$ cat src/rtl/tri_bus_arbiter4_if.sv
// Bus-side signal bundle for the 4-source tristate bus arbiter.
// The master modport is the arbiter view. The slave modport is the requester view.
interface tri_bus_arbiter4_if;
  logic [3:0] req;
  logic [3:0] done;
  logic [3:0] gnt;
  logic [1:0] sel;
  logic       bus_en;
  logic       timeout;

  modport master (
    input  req,
    input  done,
    output gnt,
    output sel,
    output bus_en,
    output timeout
  );

  modport slave (
    output req,
    output done,
    input  gnt,
    input  sel,
    input  bus_en,
    input  timeout
  );
endinterface

$ cat src/rtl/tri_bus_arbiter4.sv
// Round-robin owner sequencer for a 4-source bufif1 shared bus.
// At most one driver is enabled at a time, and each tenure is followed by
// idle turnaround cycles so that two drivers never overlap.
// Each tenure is capped at HOLD_MAX cycles so a stuck requester cannot hog the bus.
// Every output comes from a flop. No combinational path exists from req/done to any output.
module tri_bus_arbiter4 #(
  parameter int HOLD_MAX = 16,
  parameter int TURN_CYC = 1
) (
  input  logic                 clk,
  input  logic                 rst,
  tri_bus_arbiter4_if.master   bus
);

  localparam int HC_W = $clog2(HOLD_MAX + 1);
  localparam int TC_W = $clog2(TURN_CYC + 1);

  typedef enum logic [1:0] {
    ST_IDLE  = 2'd0,
    ST_GRANT = 2'd1,
    ST_TURN  = 2'd2
  } state_t;

  state_t          state_q, state_d;
  logic [3:0]      gnt_q, gnt_d;
  logic [1:0]      sel_q, sel_d;
  logic [1:0]      last_q, last_d;
  logic            bus_en_q, bus_en_d;
  logic            timeout_q, timeout_d;
  logic [HC_W-1:0] hold_cnt_q, hold_cnt_d;
  logic [TC_W-1:0] turn_cnt_q, turn_cnt_d;
  logic [1:0]      win_s;
  logic            end_rel_s;
  logic            end_hold_s;

  // The winner is the first set request bit found by scanning from last+1, wrapping modulo 4.
  function automatic logic [1:0] rr_pick(input logic [3:0] r, input logic [1:0] last);
    logic [1:0] idx;
    logic       found;
    rr_pick = last;
    found   = 1'b0;
    for (int i = 1; i <= 4; i++) begin
      idx = last + 2'(i);
      if (!found && r[idx]) begin
        rr_pick = idx;
        found   = 1'b1;
      end else begin
        found = found;
      end
    end
  endfunction

  function automatic logic [3:0] onehot4(input logic [1:0] idx);
    onehot4 = 4'b0001 << idx;
  endfunction

  // Next-state and next-output computation for the IDLE/GRANT/TURN sequencer.
  always_comb begin
    state_d    = state_q;
    gnt_d      = gnt_q;
    sel_d      = sel_q;
    last_d     = last_q;
    hold_cnt_d = hold_cnt_q;
    turn_cnt_d = turn_cnt_q;
    timeout_d  = 1'b0;
    win_s      = rr_pick(bus.req, last_q);
    end_rel_s  = 1'b0;
    end_hold_s = 1'b0;
    case (state_q)
      ST_IDLE: begin
        if (bus.req != 4'b0000) begin
          gnt_d      = onehot4(win_s);
          sel_d      = win_s;
          last_d     = win_s;
          hold_cnt_d = HC_W'(1);
          state_d    = ST_GRANT;
        end else begin
          gnt_d   = 4'b0000;
          state_d = ST_IDLE;
        end
      end
      ST_GRANT: begin
        // Only the current owner's done/req bits can end the tenure.
        end_rel_s  = bus.done[sel_q] | ~bus.req[sel_q];
        end_hold_s = (hold_cnt_q == HC_W'(HOLD_MAX));
        if (end_rel_s || end_hold_s) begin
          gnt_d      = 4'b0000;
          turn_cnt_d = TC_W'(1);
          timeout_d  = end_hold_s & ~end_rel_s;
          state_d    = ST_TURN;
        end else if (hold_cnt_q != HC_W'(HOLD_MAX)) begin
          hold_cnt_d = hold_cnt_q + HC_W'(1);
        end else begin
          hold_cnt_d = hold_cnt_q;
        end
      end
      ST_TURN: begin
        gnt_d = 4'b0000;
        if (turn_cnt_q >= TC_W'(TURN_CYC)) begin
          state_d = ST_IDLE;
        end else begin
          turn_cnt_d = turn_cnt_q + TC_W'(1);
        end
      end
      default: begin
        gnt_d   = 4'b0000;
        state_d = ST_IDLE;
      end
    endcase
    bus_en_d = |gnt_d;
  end

  // State and output registers. Reset drops every driver enable immediately.
  always_ff @(posedge clk or posedge rst) begin
    if (rst) begin
      state_q    <= ST_IDLE;
      gnt_q      <= 4'b0000;
      sel_q      <= 2'd0;
      last_q     <= 2'd3;
      bus_en_q   <= 1'b0;
      timeout_q  <= 1'b0;
      hold_cnt_q <= '0;
      turn_cnt_q <= '0;
    end else begin
      state_q    <= state_d;
      gnt_q      <= gnt_d;
      sel_q      <= sel_d;
      last_q     <= last_d;
      bus_en_q   <= bus_en_d;
      timeout_q  <= timeout_d;
      hold_cnt_q <= hold_cnt_d;
      turn_cnt_q <= turn_cnt_d;
    end
  end

  assign bus.gnt     = gnt_q;
  assign bus.sel     = sel_q;
  assign bus.bus_en  = bus_en_q;
  assign bus.timeout = timeout_q;

endmodule

$ cat src/flat_wrapper.sv
// flat-port wrapper written by rule: the top's interface ports become plain ports
module tri_bus_arbiter4_flat 
#(
  parameter int HOLD_MAX = 16,
  parameter int TURN_CYC = 1
)
  (clk, rst, bus_req, bus_done, bus_gnt, bus_sel, bus_bus_en, bus_timeout);
  tri_bus_arbiter4_if bus_i ();
  input  logic clk;
  input  logic rst;
  input wire logic [$bits(bus_i.req)-1:0] bus_req;
  input wire logic [$bits(bus_i.done)-1:0] bus_done;
  output wire logic [$bits(bus_i.gnt)-1:0] bus_gnt;
  output wire logic [$bits(bus_i.sel)-1:0] bus_sel;
  output wire logic [$bits(bus_i.bus_en)-1:0] bus_bus_en;
  output wire logic [$bits(bus_i.timeout)-1:0] bus_timeout;
  assign bus_i.req = bus_req;
  assign bus_i.done = bus_done;
  assign bus_gnt = bus_i.gnt;
  assign bus_sel = bus_i.sel;
  assign bus_bus_en = bus_i.bus_en;
  assign bus_timeout = bus_i.timeout;
  tri_bus_arbiter4 #(.HOLD_MAX(HOLD_MAX), .TURN_CYC(TURN_CYC)) u_core (.clk(clk), .rst(rst), .bus(bus_i));
endmodule
$ cat config.mk
export PLATFORM = sky130hd
export DESIGN_NAME = tri_bus_arbiter4_flat
export DESIGN_NICKNAME = d
export VERILOG_FILES = /design/src/rtl/tri_bus_arbiter4_if.sv /design/src/rtl/tri_bus_arbiter4.sv /design/src/flat_wrapper.sv
export SDC_FILE = /design/constraint.sdc
export NUM_CORES = 1
export LEC_CHECK = 0
export CAP_MARGIN = 30
export CORE_MARGIN = 2
export CORE_UTILIZATION = 40
export DETAILED_ROUTE_END_ITERATION = 16
export PLACE_DENSITY = 0.74
export SKIP_LAST_GASP = 1
export SLEW_MARGIN = 5
export SYNTH_ARGS = -nofsm -noshare
export SYNTH_HDL_FRONTEND = slang
export SYNTH_SLANG_ARGS = --single-unit
$ cat constraint.sdc
create_clock -name clk -period 2.5 [get_ports clk]
set_clock_uncertainty 0.1 [all_clocks]
set_input_delay 0.25 -clock clk [delete_from_list [all_inputs] [get_ports clk]]
set_output_delay 0.25 -clock clk [all_outputs]
set_load 0.01 [all_outputs]
* Word level (Yosys, flattened, before mapping)
Index checks and enable logic that the tools add are counted.
Word-level totals: input bits 10, register bits 18, logic and storage cells 85
Operators by class: shift-type cells 1, bitwise operators 4, reduce and logical (&&, ||, !) cells 16, eq/ne operators 10, add/sub/neg operators 5, muxes and demuxes 35, order comparisons 6
Operator list (count):
- less-than comparator 2 x 3 -> 1 bit, second input constant | 5
- two-way mux 5 bit | 3
- two-way mux 1 bit | 14
- binary-select mux 1 bit (select 2 bit) | 6
- two-way mux 2 bit | 6
- case mux 5 bit (2 select lines) | 1
- two-way mux 4 bit | 2
- != test 2 x 1 -> 1 bit, second input constant | 4
- case mux 4 bit (2 select lines) | 1
- case mux 2 bit (3 select lines) | 1
- adder 5 x 1 -> 5 bit, second input constant | 1
- == test 5 bit, second input constant | 1
- != test 5 bit, second input constant | 1
- adder 2 bit, second input constant | 2
- != test 2 bit, second input constant | 2
- AND reduction 2 bit | 2
- AND reduction 4 bit | 1
- nonzero test 2 bit | 2
- nonzero test 4 bit | 1
- OR reduction 4 bit | 1
- left shift 1 x 2 -> 4 bit, first input constant | 1
- logical AND 1 bit | 3
- zero test 1 bit | 3
- AND reduction 3 bit | 1
- 11 further kinds | 12

* Longest topological paths before layout
word-level depth 17, depth in mapped cells 6

* Worst setup path before layout
No wires, ideal clock.
path kind register -> register, from register u_core.sel_q[0], in the netlist u_core.bus.sel[0], to register u_core.hold_cnt_q[2], path buffers 0, stages on the path, launching flop included 5, data arrival time 1.600 ns, setup slack 0.678 ns, library setup time 0.122 ns, required time 2.278 ns, path through dfrtp_1 and4b_1 or4_4 and3_4 a32o_1
On the way: cells in the longest elaborated chain, start to end 7, elaborated cells between the ends (all ways) 9
Ends and longest elaborated chain:
- start: declaration | RTL line tri_bus_arbiter4.sv:26 | logic [1:0] sel_q, sel_d;
- start signal: assignment | RTL line tri_bus_arbiter4.sv:127 | sel_q <= sel_d;
- binary-select mux 1 bit (select 2 bit) | RTL line tri_bus_arbiter4.sv:84 | end_rel_s = bus.done[sel_q] | ~bus.req[sel_q];
- two-way mux 1 bit (not written as such) | RTL line tri_bus_arbiter4.sv:84
- NOT 1 bit | RTL line tri_bus_arbiter4.sv:84
- bitwise OR 1 bit (*) | RTL line tri_bus_arbiter4.sv:84
- logical OR 1 bit (*) | RTL line tri_bus_arbiter4.sv:86 | if (end_rel_s || end_hold_s) begin
- != test 2 bit (no line) (*)
- AND reduction 4 bit (no line) (*)
- end signal: assignment | RTL line tri_bus_arbiter4.sv:131 | hold_cnt_q <= hold_cnt_d;
- end: declaration | RTL line tri_bus_arbiter4.sv:30 | logic [HC_W-1:0] hold_cnt_q, hold_cnt_d;
Every way passes the cells marked *; elsewhere a longest branch is shown, timed or not. The select of a mux whose other input is x is not followed. A chain may end at the register's enable or synchronous reset.

* Worst setup path after layout
from input bus_req[3], to register u_core.hold_cnt_q[2]
On the way: cells in the longest elaborated chain, start to end 7, elaborated cells between the ends (all ways) 9
Ends and longest elaborated chain:
- start: declaration | RTL line flat_wrapper.sv:11 | input wire logic [$bits(bus_i.req)-1:0] bus_req;
- binary-select mux 1 bit (select 2 bit) | RTL line tri_bus_arbiter4.sv:84
- two-way mux 1 bit (not written as such) | RTL line tri_bus_arbiter4.sv:84
- NOT 1 bit | RTL line tri_bus_arbiter4.sv:84
- bitwise OR 1 bit | RTL line tri_bus_arbiter4.sv:84
- logical OR 1 bit | RTL line tri_bus_arbiter4.sv:86
- != test 2 bit (no line)
- AND reduction 4 bit (no line) (*)
Marked as above.

==> summary.md <==
The count of input and output buffers is 17, and the maximum number of pins on one net before global-route repair is 19. In the synthesized netlist the dominant register cell turns out to be sky130_fd_sc_hd__dfrtp_1. The initial standard-cell utilization of the core is 0.425, and the share of the cycle needed by the critical path after routing is 0.821. Area added between synthesis and finish: 22.8%. Across all setup checks in the final design, the least slack found is 0.448 ns. After layout, the design draws a total of 1.36 mW. Busiest layer in global routing: met2.

In this run the power density over the cells is 1050 nW/um^2. The combined global-route utilization of all metal layers was 0.165. The clock root buffer master was sky130_fd_sc_hd__clkbuf_4. STA classifies the critical path endpoint as a register. Total congestion overflow: 0.

The cell accounting for the most synthesized area is sky130_fd_sc_hd__dfrtp_1. The routed via count divided by cell count was 5.79. The worst slack at placement came out at 0.148 ns. The slew at the pin closest to its max-slew limit is 0.666 ns. The placed instance count is 154, and the final instance count without filler cells is 158. In this run the worst path has a maximum fanout of 14. In this run, distinct cell masters in the synthesized netlist total 42.

The fraction of registers with async set/reset came out at 1.00. The run gives 0.226 as the global-route track usage on met1. After detailed routing, the average wire length per cell comes to 14.3 um.

18 I/O pins were placed. Once the clock tree was built, the resizer swapped 0 gates to a different size. After routing, the total negative slack on setup checks comes to 0 ns. The clock period could shrink to 2.05 ns.

The top cell types in the final layout, fill and taps aside, are sky130_fd_sc_hd__clkdlybuf4s50_1, sky130_fd_sc_hd__dfrtp_1, sky130_fd_sc_hd__nand2_1, sky130_fd_sc_hd__inv_1, sky130_fd_sc_hd__nor2_1. The share of synthesized area occupied by flip-flops and latches came out at 0.430. IR analysis of the VDD net gives a maximum drop of 705 uV.

Setup violations remaining at the end of the flow were counted as 0. The number of nets handed over by synthesis was 123. The cell count after synthesis came out at 108. After clock tree synthesis, the flow added hold-fix buffers numbering 0. For the initial antenna violation count, the log shows 0.

The tools report the number of sinks driven by the clock tree as 18. Yosys printed 0 warnings. The tools report the max-slew violation count as 0.

The final RePlAce weighted congestion was 0.847; the number of routed nets with antenna violations was 0. The floorplan step defined a die boundary enclosing 3060 um^2. The logs give 2480 um^2 for the placeable core region and 0.276 for the global routing met2 resource utilization. The routed via count was 915; the fraction of the core area covered by cells at the end of the flow was 0.522. The run gives 25 as the number of DRC markers after the initial detailed-route iteration. Based on the critical path, the design can be clocked at up to 0.487 GHz. For the number of global-route vias before repair, the log shows 920. The number of buffers created by CTS is 3, and the worst slew margin relative to its limit is 0.555. 0 antenna diodes ended up in the layout. Vertical extent of the die: 55.3 um.

After clock tree synthesis, the setup repair step added 0 buffers. The share of final-layout standard cells stronger than drive strength 1 is 0.0781. The die is 55.3 um wide.

After clock tree synthesis, the clock-pin slew on the worst setup and hold paths is 0.11 ns. After synthesis the netlist holds a flip-flop and latch count of 18. The worst endpoint data arrival time was 2.14 ns; the number of violations of the max-capacitance limit was 0. The run finished with clean final reports.

In the post-synthesis netlist, the biggest area contributors are sky130_fd_sc_hd__dfrtp_1, sky130_fd_sc_hd__ha_1, sky130_fd_sc_hd__dfstp_2, sky130_fd_sc_hd__nand2_1, sky130_fd_sc_hd__a32o_1. Fill cells in the final layout number 235. The library cell used most frequently in the layout, excluding fill and tap cells, is sky130_fd_sc_hd__clkdlybuf4s50_1. Setup repair after global routing left no endpoint under its margin.

Final-report hold violation count: 0. TritonCTS built the clock tree. STA classifies the critical path startpoint as an input pin.

The met3 layer usage reported by global route is 0.0164. After detailed routing, the number of remaining DRC violations is 0. The synthesized netlist occupies a cell area of 1050 um^2. For the first-pass GRT wire length, the log shows 4200 um.

The number of iterations in the first detailed-routing pass was 4; the required time at the endpoint of the critical path was 2.59 ns. The detailed-route wire length came out at 2260 um. The count of standard-cell rows is 18, and the fraction of synthesized cell area taken by the top area cell type is 0.380. The kind of critical path is in -> reg. Summed over all cells, the static leakage comes to 0.571 nW. For the clock latency at the later pin of the worst-skew pair, the log shows 0.29 ns. The synthesized design contains 0 enable-type register cells. The buffer depth of the longest clock path is 2, and the placed wire-length estimate after detailed placement is 1720 um. The worst hold path belongs to the class in -> async. The H-tree depth is 1, and the final net count is 144. The final standard cell area without fillers was 1290 um^2.

The synthesized area divided by synthesized cell count was 9.74 um^2; the cell area reported after detailed placement was 1260 um^2. Hold timing on the final database bottoms out at a slack of 0.236 ns.
==> cells in the mapped netlist (2+ instances only) <==
library cell	count
sky130_fd_sc_hd__a211o_1	2
sky130_fd_sc_hd__a21o_1	3
sky130_fd_sc_hd__a21oi_1	5
sky130_fd_sc_hd__a22o_1	2
sky130_fd_sc_hd__a31oi_1	2
sky130_fd_sc_hd__a32o_1	3
sky130_fd_sc_hd__and3_1	2
sky130_fd_sc_hd__clkbuf_1	2
sky130_fd_sc_hd__dfrtp_1	16
sky130_fd_sc_hd__dfstp_2	2
sky130_fd_sc_hd__ha_1	5
sky130_fd_sc_hd__inv_1	8
sky130_fd_sc_hd__mux2i_1	3
sky130_fd_sc_hd__nand2_1	10
sky130_fd_sc_hd__nand3_1	3
sky130_fd_sc_hd__nand4_1	3
sky130_fd_sc_hd__nor2_1	8
sky130_fd_sc_hd__nor4_1	3
sky130_fd_sc_hd__nor4bb_1	2
sky130_fd_sc_hd__o21ai_0	2
==> where the power goes <==
group	total [mW]	internal [mW]	switching (mW)	leakage, nW
clock	0.180	0.0887	0.0914	0.0210
combinational	0.673	0.327	0.346	0.327
sequential	0.509	0.404	0.105	0.223
==> cell type report <==
cell class | instances | area (um^2) | area share
multi-input cells | 79 | 551 | 0.426
repair buffers | 19 | 185 | 0.143
flip-flops and latches | 18 | 453 | 0.350
well taps | 30 | 37.5 | 0.0290
clock buffers | 4 | 36.3 | 0.0281
inverters | 8 | 30.0 | 0.0232
==> worst max-delay path: stages <==
cell and delay (ns):
sky130_fd_sc_hd__clkdlybuf4s50_1 0.53, sky130_fd_sc_hd__and4b_1 0.27, sky130_fd_sc_hd__or4_4 0.61, sky130_fd_sc_hd__and3_4 0.23, sky130_fd_sc_hd__a32o_1 0.25
==> routing by layer <==
metal	wire [um]	vias up	part of all wire
li1	-	447	-
met1	1060	444	0.47
met2	1110	20	0.49
met3	57	4	0.025
met4	29	0	0.013
met5	0	-	0
==> final timing paths <==
path / startpoint / to / slack [ns] / cells past startpoint
max: bus_req[3] / u_core.hold_cnt_q[2] / 0.45 / 5
min: rst / u_core.bus.timeout / 0.24 / 2
max reg2reg: u_core.bus.sel[0] / u_core.hold_cnt_q[2] / 0.54 / 4
min reg2reg: u_core.turn_cnt_q / u_core.turn_cnt_q / 0.38 / 1
max in group asynchronous: rst / u_core.bus.gnt[1] / 1.64 / 2
min in group clk: u_core.turn_cnt_q / u_core.turn_cnt_q / 0.38 / 1
==> flip-flops by register name (all words and copies together) (netlist names) <==
signal	cells
u_core.hold_cnt_q	5
u_core.bus.gnt	4
u_core.bus.sel	2
u_core.last_q	2
u_core.state_q	2
u_core.bus.bus_en	1
u_core.bus.timeout	1
u_core.turn_cnt_q	1
==> cells by family (layout without fill, tap and decap cells) <==
family,count (synthesis),in the layout,synth area share
muxes,3,3,0.0285
and+or+nand+nor,45,45,0.254
buffers and inverters,11,31,0.0464
AOI/OAI and AO/OA,26,26,0.181
DFF,18,18,0.430
adders and majority gates,5,5,0.0595
Note: power is estimated with default switching activity, not from simulation.
